## src/rtl/write_buffer_if.sv

```systemverilog
// Cache-side and DRAM-side signals of the write buffer.
// The cache/DRAM model drives through master; the buffer uses slave.
interface write_buffer_if #(
  parameter int DEPTH = 4
);
  localparam int CW = $clog2(DEPTH) + 1;

  logic          wr_req;
  logic [29:0]   wr_addr;
  logic [31:0]   wr_data;
  logic          wr_ready;
  logic          rd_req;
  logic [27:0]   rd_addr;
  logic          rd_valid;
  logic [127:0]  rd_data;
  logic          mem_we;
  logic          mem_re;
  logic [27:0]   mem_addr;
  logic [1:0]    mem_offset;
  logic [31:0]   mem_din;
  logic [127:0]  mem_dout;
  logic          mem_complete;
  logic [CW-1:0] count;
  logic          empty;

  modport master (
    output wr_req, wr_addr, wr_data, rd_req, rd_addr, mem_dout, mem_complete,
    input  wr_ready, rd_valid, rd_data, mem_we, mem_re, mem_addr, mem_offset,
           mem_din, count, empty
  );

  modport slave (
    input  wr_req, wr_addr, wr_data, rd_req, rd_addr, mem_dout, mem_complete,
    output wr_ready, rd_valid, rd_data, mem_we, mem_re, mem_addr, mem_offset,
           mem_din, count, empty
  );
endinterface

```

## src/rtl/write_buffer.sv

```systemverilog
// Word write buffer between cache and DRAM: FIFO of pending writes drained
// one word at a time; line fills are served only once the buffer is empty.
module write_buffer #(
  parameter int DEPTH = 4
) (
  input logic          clk,
  input logic          rst,
  write_buffer_if.slave bus
);
  localparam int AW = $clog2(DEPTH);
  localparam logic [AW:0] FULL = (AW+1)'(DEPTH);

  typedef enum logic [1:0] {IDLE, WR, RD, RDONE} state_t;

  state_t        state, state_n;
  logic [AW-1:0] head, tail;
  logic [AW:0]   count_q;
  logic [29:0]   addr_mem [DEPTH];
  logic [31:0]   data_mem [DEPTH];
  logic          push, pop, capture;

  logic          mem_we_q, mem_re_q, mem_we_n, mem_re_n;
  logic [27:0]   mem_addr_q, mem_addr_n;
  logic [1:0]    mem_offset_q, mem_offset_n;
  logic [31:0]   mem_din_q, mem_din_n;
  logic [127:0]  rd_data_q;

  assign bus.wr_ready   = (count_q != FULL);
  assign bus.count      = count_q;
  assign bus.empty      = (count_q == '0);
  assign bus.rd_valid   = (state == RDONE);
  assign bus.rd_data    = rd_data_q;
  assign bus.mem_we     = mem_we_q;
  assign bus.mem_re     = mem_re_q;
  assign bus.mem_addr   = mem_addr_q;
  assign bus.mem_offset = mem_offset_q;
  assign bus.mem_din    = mem_din_q;

  assign push = bus.wr_req && (count_q != FULL);
  assign pop  = (state == WR) && bus.mem_complete;

  always_ff @(posedge clk) begin
    if (push) begin
      addr_mem[tail] <= bus.wr_addr;
      data_mem[tail] <= bus.wr_data;
    end
  end

  // Pointers are AW bits wide, so increment wraps modulo DEPTH.
  always_ff @(posedge clk or posedge rst) begin
    if (rst) begin
      head    <= '0;
      tail    <= '0;
      count_q <= '0;
    end else begin
      if (push) tail <= tail + 1'b1;
      if (pop)  head <= head + 1'b1;
      case ({push, pop})
        2'b10:   count_q <= count_q + (AW+1)'(1);
        2'b01:   count_q <= count_q - (AW+1)'(1);
        default: count_q <= count_q;
      endcase
    end
  end

  always_ff @(posedge clk or posedge rst) begin
    if (rst) begin
      state        <= IDLE;
      mem_we_q     <= 1'b0;
      mem_re_q     <= 1'b0;
      mem_addr_q   <= '0;
      mem_offset_q <= '0;
      mem_din_q    <= '0;
      rd_data_q    <= '0;
    end else begin
      state        <= state_n;
      mem_we_q     <= mem_we_n;
      mem_re_q     <= mem_re_n;
      mem_addr_q   <= mem_addr_n;
      mem_offset_q <= mem_offset_n;
      mem_din_q    <= mem_din_n;
      if (capture) rd_data_q <= bus.mem_dout;
    end
  end

  // DRAM strobes are computed one cycle ahead so they leave from registers;
  // every operation returns through IDLE, giving the mandatory gap.
  always_comb begin
    state_n      = state;
    mem_we_n     = mem_we_q;
    mem_re_n     = mem_re_q;
    mem_addr_n   = mem_addr_q;
    mem_offset_n = mem_offset_q;
    mem_din_n    = mem_din_q;
    capture      = 1'b0;
    case (state)
      IDLE: begin
        if (count_q != '0) begin
          state_n      = WR;
          mem_we_n     = 1'b1;
          mem_addr_n   = addr_mem[head][29:2];
          mem_offset_n = addr_mem[head][1:0];
          mem_din_n    = data_mem[head];
        end else if (bus.rd_req) begin
          state_n    = RD;
          mem_re_n   = 1'b1;
          mem_addr_n = bus.rd_addr;
        end
      end
      WR: begin
        if (bus.mem_complete) begin
          state_n  = IDLE;
          mem_we_n = 1'b0;
        end
      end
      RD: begin
        if (bus.mem_complete) begin
          state_n  = RDONE;
          mem_re_n = 1'b0;
          capture  = 1'b1;
        end
      end
      RDONE:   state_n = IDLE;
      default: state_n = IDLE;
    endcase
  end
endmodule

```

## src/flat_wrapper.sv

```systemverilog
// flat-port wrapper written by rule: the top's interface ports become plain ports
module write_buffer_flat 
#(
  parameter int DEPTH = 4
)
  (clk, rst, bus_wr_req, bus_wr_addr, bus_wr_data, bus_rd_req, bus_rd_addr, bus_mem_dout, bus_mem_complete, bus_wr_ready, bus_rd_valid, bus_rd_data, bus_mem_we, bus_mem_re, bus_mem_addr, bus_mem_offset, bus_mem_din, bus_count, bus_empty);
  write_buffer_if #(.DEPTH(DEPTH)) bus_i ();
  input logic clk;
  input logic rst;
  input wire logic [$bits(bus_i.wr_req)-1:0] bus_wr_req;
  input wire logic [$bits(bus_i.wr_addr)-1:0] bus_wr_addr;
  input wire logic [$bits(bus_i.wr_data)-1:0] bus_wr_data;
  input wire logic [$bits(bus_i.rd_req)-1:0] bus_rd_req;
  input wire logic [$bits(bus_i.rd_addr)-1:0] bus_rd_addr;
  input wire logic [$bits(bus_i.mem_dout)-1:0] bus_mem_dout;
  input wire logic [$bits(bus_i.mem_complete)-1:0] bus_mem_complete;
  output wire logic [$bits(bus_i.wr_ready)-1:0] bus_wr_ready;
  output wire logic [$bits(bus_i.rd_valid)-1:0] bus_rd_valid;
  output wire logic [$bits(bus_i.rd_data)-1:0] bus_rd_data;
  output wire logic [$bits(bus_i.mem_we)-1:0] bus_mem_we;
  output wire logic [$bits(bus_i.mem_re)-1:0] bus_mem_re;
  output wire logic [$bits(bus_i.mem_addr)-1:0] bus_mem_addr;
  output wire logic [$bits(bus_i.mem_offset)-1:0] bus_mem_offset;
  output wire logic [$bits(bus_i.mem_din)-1:0] bus_mem_din;
  output wire logic [$bits(bus_i.count)-1:0] bus_count;
  output wire logic [$bits(bus_i.empty)-1:0] bus_empty;
  assign bus_i.wr_req = bus_wr_req;
  assign bus_i.wr_addr = bus_wr_addr;
  assign bus_i.wr_data = bus_wr_data;
  assign bus_i.rd_req = bus_rd_req;
  assign bus_i.rd_addr = bus_rd_addr;
  assign bus_i.mem_dout = bus_mem_dout;
  assign bus_i.mem_complete = bus_mem_complete;
  assign bus_wr_ready = bus_i.wr_ready;
  assign bus_rd_valid = bus_i.rd_valid;
  assign bus_rd_data = bus_i.rd_data;
  assign bus_mem_we = bus_i.mem_we;
  assign bus_mem_re = bus_i.mem_re;
  assign bus_mem_addr = bus_i.mem_addr;
  assign bus_mem_offset = bus_i.mem_offset;
  assign bus_mem_din = bus_i.mem_din;
  assign bus_count = bus_i.count;
  assign bus_empty = bus_i.empty;
  write_buffer #(.DEPTH(DEPTH)) u_core (.clk(clk), .rst(rst), .bus(bus_i));
endmodule
```

## config.mk

```make
export PLATFORM = sky130hd
export DESIGN_NAME = write_buffer_flat
export DESIGN_NICKNAME = d
export VERILOG_FILES = /design/src/rtl/write_buffer_if.sv /design/src/rtl/write_buffer.sv /design/src/flat_wrapper.sv
export SDC_FILE = /design/constraint.sdc
export NUM_CORES = 1
export LEC_CHECK = 0
export CAP_MARGIN = 25
export CORE_MARGIN = 5
export CORE_UTILIZATION = 49
export DETAILED_ROUTE_END_ITERATION = 6
export GPL_ROUTABILITY_DRIVEN = 0
export PLACE_DENSITY = 0.8
export SKIP_CTS_REPAIR_TIMING = 1
export SLEW_MARGIN = 30
export SYNTH_ARGS = -nofsm -noshare
export SYNTH_HDL_FRONTEND = slang
export SYNTH_SLANG_ARGS = --single-unit
```

## constraint.sdc

```tcl
create_clock -name clk -period 7.7 [get_ports clk]
set_clock_uncertainty 0.15 [all_clocks]
set_input_delay 1.54 -clock clk [delete_from_list [all_inputs] [get_ports clk]]
set_output_delay 1.54 -clock clk [all_outputs]
set_load 0.02 [all_outputs]
```

# Yosys cells after proc, flatten, opt, wreduce, memory -nomap -nowiden
# Memories as Yosys holds them, arrays and structs flattened. A register that Yosys moved wholly into a read port is not among the register bits.
# Cells that the tools add are included.
[totals]
register_bits = 169
ram_bits = 248
inputBits = 223
out_inout_bits = 198
word_cells = 59
mem_count = 2
[memory_table]
columns = ["memory", "depth", "word_bits", "read_ports", "rd_ports_with_merged_regs", "write_ports", "line_no", "source"]
rows = [
  ["u_core.data_mem", 4, 32, 1, 1, 1, "write_buffer.sv:19", "logic [31:0] data_mem [DEPTH];"],
  ["u_core.addr_mem", 4, 30, 1, 0, 1, "write_buffer.sv:18", "logic [29:0] addr_mem [DEPTH];"],
]
[classes]
n_addsub = 4
eq_ne = 12
muxes = 18
reduce_logical = 14
[op_table]
columns = ["op", "count"]
rows = [
  ["$mux W28", 2],
  ["$mux W1", 8],
  ["$mux W2", 4],
  ["$ne A2 B2 Y1 const B", 4],
  ["$pmux W2 S4", 1],
  ["$reduce_bool A2 Y1", 4],
  ["$eq A2 B2 Y1 const B", 3],
  ["$pmux W3 S2", 1],
  ["$reduce_and A3 Y1", 2],
  ["$add A2 B1 Y2 const B", 2],
  ["$eq A2 B1 Y1 const B", 2],
  ["$pmux W1 S2", 2],
  ["$reduce_and A2 Y1", 2],
  ["$reduce_and A4 Y1", 1],
  ["$add A3 B1 Y3 const B", 1],
  ["$logic_not A3 Y1", 1],
  ["$ne A3 B2 Y1 const B", 1],
  ["$ne A3 B3 Y1 const B", 1],
  ["$reduce_bool A3 Y1", 1],
  ["$sub A3 B1 Y3 const B", 1],
  ["$logic_and A1 B1 Y1", 2],
  ["$logic_not A2 Y1", 1],
  ["$ne A2 B1 Y1 const B", 1],
]

# Logic depth before layout (Yosys ltp)
# Gate-level depths: netlist of the first run.
[logic_depth]
ltp_word = 4
depth_mapped = 9
mapped_depth_nobuf = 9

# Worst setup path before layout of the first run
# Ideal clock, no wire load.
[synth_timing]
path_kind = "input -> register"
start = "input bus_wr_req"
end = "memory u_core.addr_mem[0][0] (enable)"
setup_ns = 0.427
t_arrival_ns = 3.040
t_required_ns = 7.123
slack_ns = 4.083
path_stages = 1
path_buffers = 0
path_cell_list = "and3_1"
[synth_between]
elab_chain_len = 3
[synth_lines]
columns = ["element", "line_no", "source"]
rows = [
  ["start, declared", "flat_wrapper.sv:10", "input wire logic [$bits(bus_i.wr_req)-1:0] bus_wr_req;"],
  ["$logic_and A1 B1 Y1", "write_buffer.sv:39", "assign push = bus.wr_req && (count_q != FULL);"],
  ["$mux W1", "write_buffer.sv:43", "if (push) begin"],
  ["$mux W1 (not written as such)", "write_buffer.sv:44", "addr_mem[tail] <= bus.wr_addr;"],
  ["end, declared", "write_buffer.sv:18", ""],
]
# Every way passes these cells.

# Worst setup path after layout of the first run
[layout_timing]
start = "register u_core.count_q[1], in the netlist u_core.bus.count[1]"
end = "output bus_empty"
[layout_between]
elab_chain_len = 1
[layout_lines]
columns = ["element", "line_no", "source"]
rows = [
  ["start, declared", "write_buffer.sv:17", "logic [AW:0] count_q;"],
  ["start signal, assigned", "write_buffer.sv:59", "2'b10: count_q <= count_q + (AW+1)'(1);"],
  ["start signal, assigned", "write_buffer.sv:60", "2'b01: count_q <= count_q - (AW+1)'(1);"],
  ["start signal, assigned", "write_buffer.sv:61", "default: count_q <= count_q;"],
  ["$logic_not A3 Y1", "write_buffer.sv:30", "assign bus.empty = (count_q == '0);"],
  ["end, declared", "flat_wrapper.sv:26", "output wire logic [$bits(bus_i.empty)-1:0] bus_empty;"],
]
# Every way passes these cells.

==> results of run 1 <==
==> metal layers <==
metal | track usage (%) | vias up
met4 | 8.12 | 2
met5 | 0 | -
met3 | 6.51 | 78
met2 | 38.1 | 381
li1 | - | 4241
met1 | 26.9 | 4883
==> flip-flops by register name, indices dropped and copies added (netlist names) <==
register / count
u_core.bus.mem_addr: 28
u_core.bus.rd_data: 128
u_core.state: 2
u_core.bus.mem_offset: 2
u_core.bus.mem_din: 32
u_core.bus.count: 3
u_core.addr_mem: 120
u_core.tail: 2
u_core.bus.mem_we: 1
u_core.data_mem: 128
u_core.head: 2
u_core.bus.mem_re: 1
==> metrics by stage <==
stage / instances / cell area [um2] / setup WS [ns] / hold WS [ns]
4_1_cts: 1797 / 23000 / 3.06 / 0.355
3_3_place_gp: 1707 / 21400 / 3.35 / 0.336
6_report: 1800 / 23000 / 3.44 / 0.351
2_1_floorplan: 880 / 16800 / 0.528 / 0.321
3_5_place_dp: 1712 / 21500 / 3.57 / 0.342
5_1_grt: 1800 / 23000 / 3.34 / 0.370
==> where the power goes <==
| group | switching [mW] | total, mW | internal (mW) |
|---|---|---|---|
| registers | 0.377 | 3.67 | 3.29 |
| logic | 1.65 | 3.31 | 1.65 |
| clock network | 0.895 | 2.11 | 1.22 |
==> cells in the final DEF, fill, tap and decap left out, types with 4 or more instances in the layout <==
cell type and instances:
a21oi_1 29, a31oi_1 29, and3_4 4, buf_12 4, buf_4 6, clkbuf_1 6, clkbuf_16 46, clkbuf_8 9
clkdlybuf4s50_1 420, clkinv_1 5, clkinv_2 14, dfrtp_1 199, edfxtp_1 248, ha_1 5, inv_1 9, mux2_2 163
mux4_2 62, nand2_1 57
==> cells by family (layout without fill, tap and decap cells) <==
| logic type | after synthesis | in the layout | synth area share (%) |
|---|---|---|---|
| flops | 449 | 449 | 74.2 |
| other cells | 0 | 2 | 0 |
| compound gates | 61 | 61 | 2.08 |
| fa+ha+maj | 6 | 6 | 0.491 |
| xor+xnor | 6 | 6 | 0.312 |
| mux | 226 | 226 | 19.3 |
| buf+inv | 58 | 528 | 1.79 |
| simple gates | 74 | 74 | 1.89 |
==> how the worst max path moves through the flow <==
stage | startpoint | endpoint | slack, ns | cells past startpoint
after global routing | u_core.bus.count[0] | bus_empty | 3.34 | 3
after global placement | bus_rd_req | u_core.bus.mem_addr[19] | 3.35 | 4
after detailed placement | bus_mem_complete | u_core.bus.rd_data[14] | 3.57 | 5
after floorplan | rst | u_core.bus.count[0] | 0.53 | 1
after CTS | u_core.bus.count[0] | bus_empty | 3.06 | 3
final | u_core.bus.count[1] | bus_empty | 3.44 | 3
==> cell type report <==
cell class              count  share of cell area, %
diodes                      2                 0.0217
clock buffers              61                   5.63
clock inverters            24                  0.696
inverters                  11                  0.212
multi-input cells         373                   17.7
flip-flops and latches    449                   54.2
well taps                 448                   2.43
repair buffers            432                   19.0
==> metrics.txt, run 1 <==
Num CTS Buffers 46; fillers 2248; top cell type's share of synthesized area 44.3%; pwr dens 395 nW/um2; status finished clean; initial antenna violation count 3; area occupied by multi-input gates 4090 um2; Crit path buffers/inverters 2; first-pass GRT wire length 64.5 mm; CTS root buffer clkbuf_16; Netlist Area Pre-Place 16800 um2; Post-synth EDFFs 248; Final Core Density 68.3%; Setup CP Type register to output pin; WL/cell 24.0 um; Synth area leaders edfxtp_1, dfrtp_1, mux2_2; hold path start u_core.bus.rd_data[90]; unrepaired setup endpoints after global routing no; most frequent cell after synthesis edfxtp_1; crit path cell chain or3_1, inv_2, clkdlybuf4s50_1; critical-path maximum fanout 32; family with the most delay on the worst path buffers and inverters; Worst Hold Endpoint u_core.bus.rd_data[90]; TritonCTS clock tree yes; nets 1542; Total Wirelength 43.1 mm; WHS Path Cells 1; Syn-to-layout area delta 36.9%; max-slew violation count 0; f_max 0.235 GHz; GRT Resource Usage Total 22.2%; CP Launch Type register; CP max stage delay 0.72 ns; Synth area leader edfxtp_1; crit share post-route 55.4%; Via Count 9585; Clk Latency, worst-skew pair 0.55 ns; Setup TNS 0 ns; Final Critical Period 4.26 ns; sequential area share after synthesis 74.2%; DIE AREA 38100 um2; worst reg2reg startpoint u_core.head[0]; Top Layer Used met5; Unique masters post-synth 30; core area 33700 um2; share of cells above drive strength 1 24.1%; post-synthesis cell count 880; Met1 Wirelength 16.0 mm; max_cap viols 0; I/O pin total 421; number of remaining DRC errors 0; slowest CP cell clkdlybuf4s50_1; First DRT Iteration DRCs 549; worst path arrival time 2.57 ns; Ys Warns 0; met2 wire len 22.3 mm; Clock Tree Buf Depth 3; setup violators final 0; R2R cell count 3; Pre-antenna DRT Iters 5; HP Class register to register; Die Width 195 um; Least-Margin Pin Slew 0.808 ns; CTS sink cnt 449; wire length on met3 3.34 mm; pin count of the biggest net entering global routing 105; final hold violation count 0; H-tree depth 2; syn nets 1109; leading post-synthesis cells by instance count edfxtp_1, dfrtp_1, mux2_2, mux4_2, nand2_1; peak supply drop 0.246 mV; Relative slew margins 46.2%; Crit. End Element output pin; Primary FF master, synth edfxtp_1; die extent in y 195 um; power consumption 9.09 mW; FF+latch area 12500 um2; FFs w/ async S/R, synth 44.8%; port bufs 420; vias in the first global route 10.2k; grt ovf 0; Req. time, crit path 6.01 ns; leakage power 8.91 nW; FF-to-FF setup slack 4.99 ns; Clock transition at path regs 0.06 ns; worst r2r dst u_core.bus.mem_din[31]; Post-DP HPWL 29.5 mm; FP Rows 67; drt via density 5.33; Starting Density 49.9%; Avg Synthesized Cell Area 19.1 um2; antenna-violating nets left 0; number of synthesized register bits 449
Power figures use the tool's default switching activity.
==> inputs of run 2 (changes only) <==
Settings changed: CORE_UTILIZATION 49 to 44, PLACE_DENSITY 0.8 to 0.76.
Clock period 7.7 ns to 3.6 ns, I/O delays scaled along.
==> metrics.txt, run 2 (same netlist as run 1, synthesis figures left out) <==
status finished clean; H-tree depth 2; unrepaired setup endpoints after global routing no; initial antenna violation count 10; Crit path buffers/inverters 2; first-pass GRT wire length 65.4 mm; CP Launch Type register; CTS root buffer clkbuf_16; pin count of the biggest net entering global routing 93; port bufs 420; vias in the first global route 10.2k; max-slew violation count 0; Die Width 206 um; peak supply drop 0.591 mV; final hold violation count 0; dpl cells 1790; GRT Resource Usage Total 21.0%; Setup TNS 0 ns; DIE AREA 42200 um2; Setup CP Type register to output pin; Pre-antenna DRT Iters 5; core area 37700 um2; area occupied by multi-input gates 4090 um2; FP Rows 71; Syn-to-layout area delta 39.1%; drt via density 5.11; Post-Layout Cell Count 1880; HP Class input pin to asynchronous set/reset pin; share of cells above drive strength 1 24.6%; critical-path maximum fanout 5; Post-DP HPWL 31.9 mm; slowest CP cell clkdlybuf4s50_1; Clock transition at path regs 0.06 ns; Req. time, crit path 2.73 ns; antenna-violating nets left 0; commonest non-fill, non-tap cell in the layout clkdlybuf4s50_1; crit share post-route 84.2%; f_max 0.330 GHz; Crit. End Element output pin; Num CTS Buffers 46; Setup WS post-layout 0.570 ns; Clock Tree Buf Depth 3; crit path cell chain or3_1, inv_1, clkdlybuf4s50_1; Clk Latency, worst-skew pair 0.56 ns; max_cap viols 0; setup violators final 0; FF+latch area 12500 um2; Total Wirelength 44.9 mm; fillers 2754; CP max stage delay 0.62 ns; nets 1556; Least-Margin Pin Slew 0.646 ns; Final Critical Period 3.03 ns; WL/cell 23.9 um; family with the most delay on the worst path buffers and inverters; number of remaining DRC errors 0; TritonCTS clock tree yes; leakage power 9.04 nW; most frequent cells in the layout clkdlybuf4s50_1, edfxtp_1, dfrtp_1; I/O pin total 421; First DRT Iteration DRCs 508; pre-CTS setup slack 0.742 ns; CTS sink cnt 449; die extent in y 206 um; Starting Density 44.7%; grt ovf 0; Relative slew margins 56.9%; pwr dens 851 nW/um2; worst path arrival time 2.16 ns; power consumption 19.9 mW; Via Count 9602
run 2: cell count changes in the layout (fill, tap and decap cells not counted), moves of 2 or more:
| cell | previous run | this run |
|---|---|---|
| bufinv_16 | 1 | 3 |
| buf_12 | 4 | 13 |
| clkinv_2 | 14 | 8 |
| clkbuf_16 | 46 | 49 |
| clkbuf_8 | 9 | 11 |
| buf_4 | 6 | 13 |
| clkbuf_1 | 6 | 12 |
| diode_2 | 2 | 5 |
| clkinv_1 | 5 | 0 |
| inv_6 | 2 | 0 |
| buf_16 | 2 | 0 |
run 2: layout make-up:
class                           instances  area share (%)
Inverter                               11           0.193
Tap cell                              511            2.73
Clock buffer                           72            6.08
Multi-Input combinational cell        373            17.5
Timing Repair Buffer                  446            19.5
Antenna cell                            5          0.0535
Clock inverter                         13           0.626
Sequential cell                       449            53.4
run 2: power by group:
part	total (mW)	switching [mW]	leakage, nW	internal (mW)
Sequential	7.80	0.758	4.83	7.04
Clock	4.84	1.91	0.775	2.93
Combinational	7.28	3.65	3.44	3.62
run 2: worst paths after layout:
path | slack, ns | startpoint | endpoint | cells past startpoint
worst max register to register | 1.12 | u_core.bus.count[1] | u_core.bus.count[2] | 9
max in group asynchronous | 2.24 | rst | u_core.bus.rd_data[113] | 3
worst min register to register | 0.35 | u_core.bus.mem_din[1] | u_core.bus.mem_din[1] | 1
min in group clk | 0.35 | u_core.bus.mem_din[1] | u_core.bus.mem_din[1] | 1
worst max-delay path | 0.57 | u_core.bus.count[1] | bus_empty | 3
worst min-delay path | 0.29 | rst | u_core.bus.mem_addr[27] | 2
run 2: routing by layer:
layer | wire [um] | GRT usage [%] | vias up | share of wire [%]
li1 | - | - | 4283 | -
met1 | 15500 | 23.3 | 4869 | 35
met2 | 23100 | 36.5 | 346 | 52
met3 | 4170 | 7.33 | 92 | 9.3
met4 | 2000 | 9.35 | 12 | 4.5
met5 | 69 | 0 | - | 0.15
run 2: worst reg2reg max path: stages (launching register included):
cell     delay [ns]
dfrtp_1        0.42
or3b_1         0.50
and2_1         0.25
inv_1          0.07
ha_1           0.17
inv_1          0.06
fa_1           0.38
xor2_1         0.15
nor2_1         0.11
xor2_1         0.15
run 2: per-stage QoR:
| stage | util [%] | area [um2] | hold slack (ns) |
|---|---|---|---|
| 2_1_floorplan | - | 16800 | 0.321 |
| 3_3_place_gp | 57.8 | 21800 | 0.335 |
| 3_5_place_dp | 57.9 | 21800 | 0.342 |
| 4_1_cts | 62.1 | 23400 | 0.271 |
| 5_1_grt | 62.1 | 23400 | 0.300 |
| 6_report | 62.1 | 23400 | 0.291 |
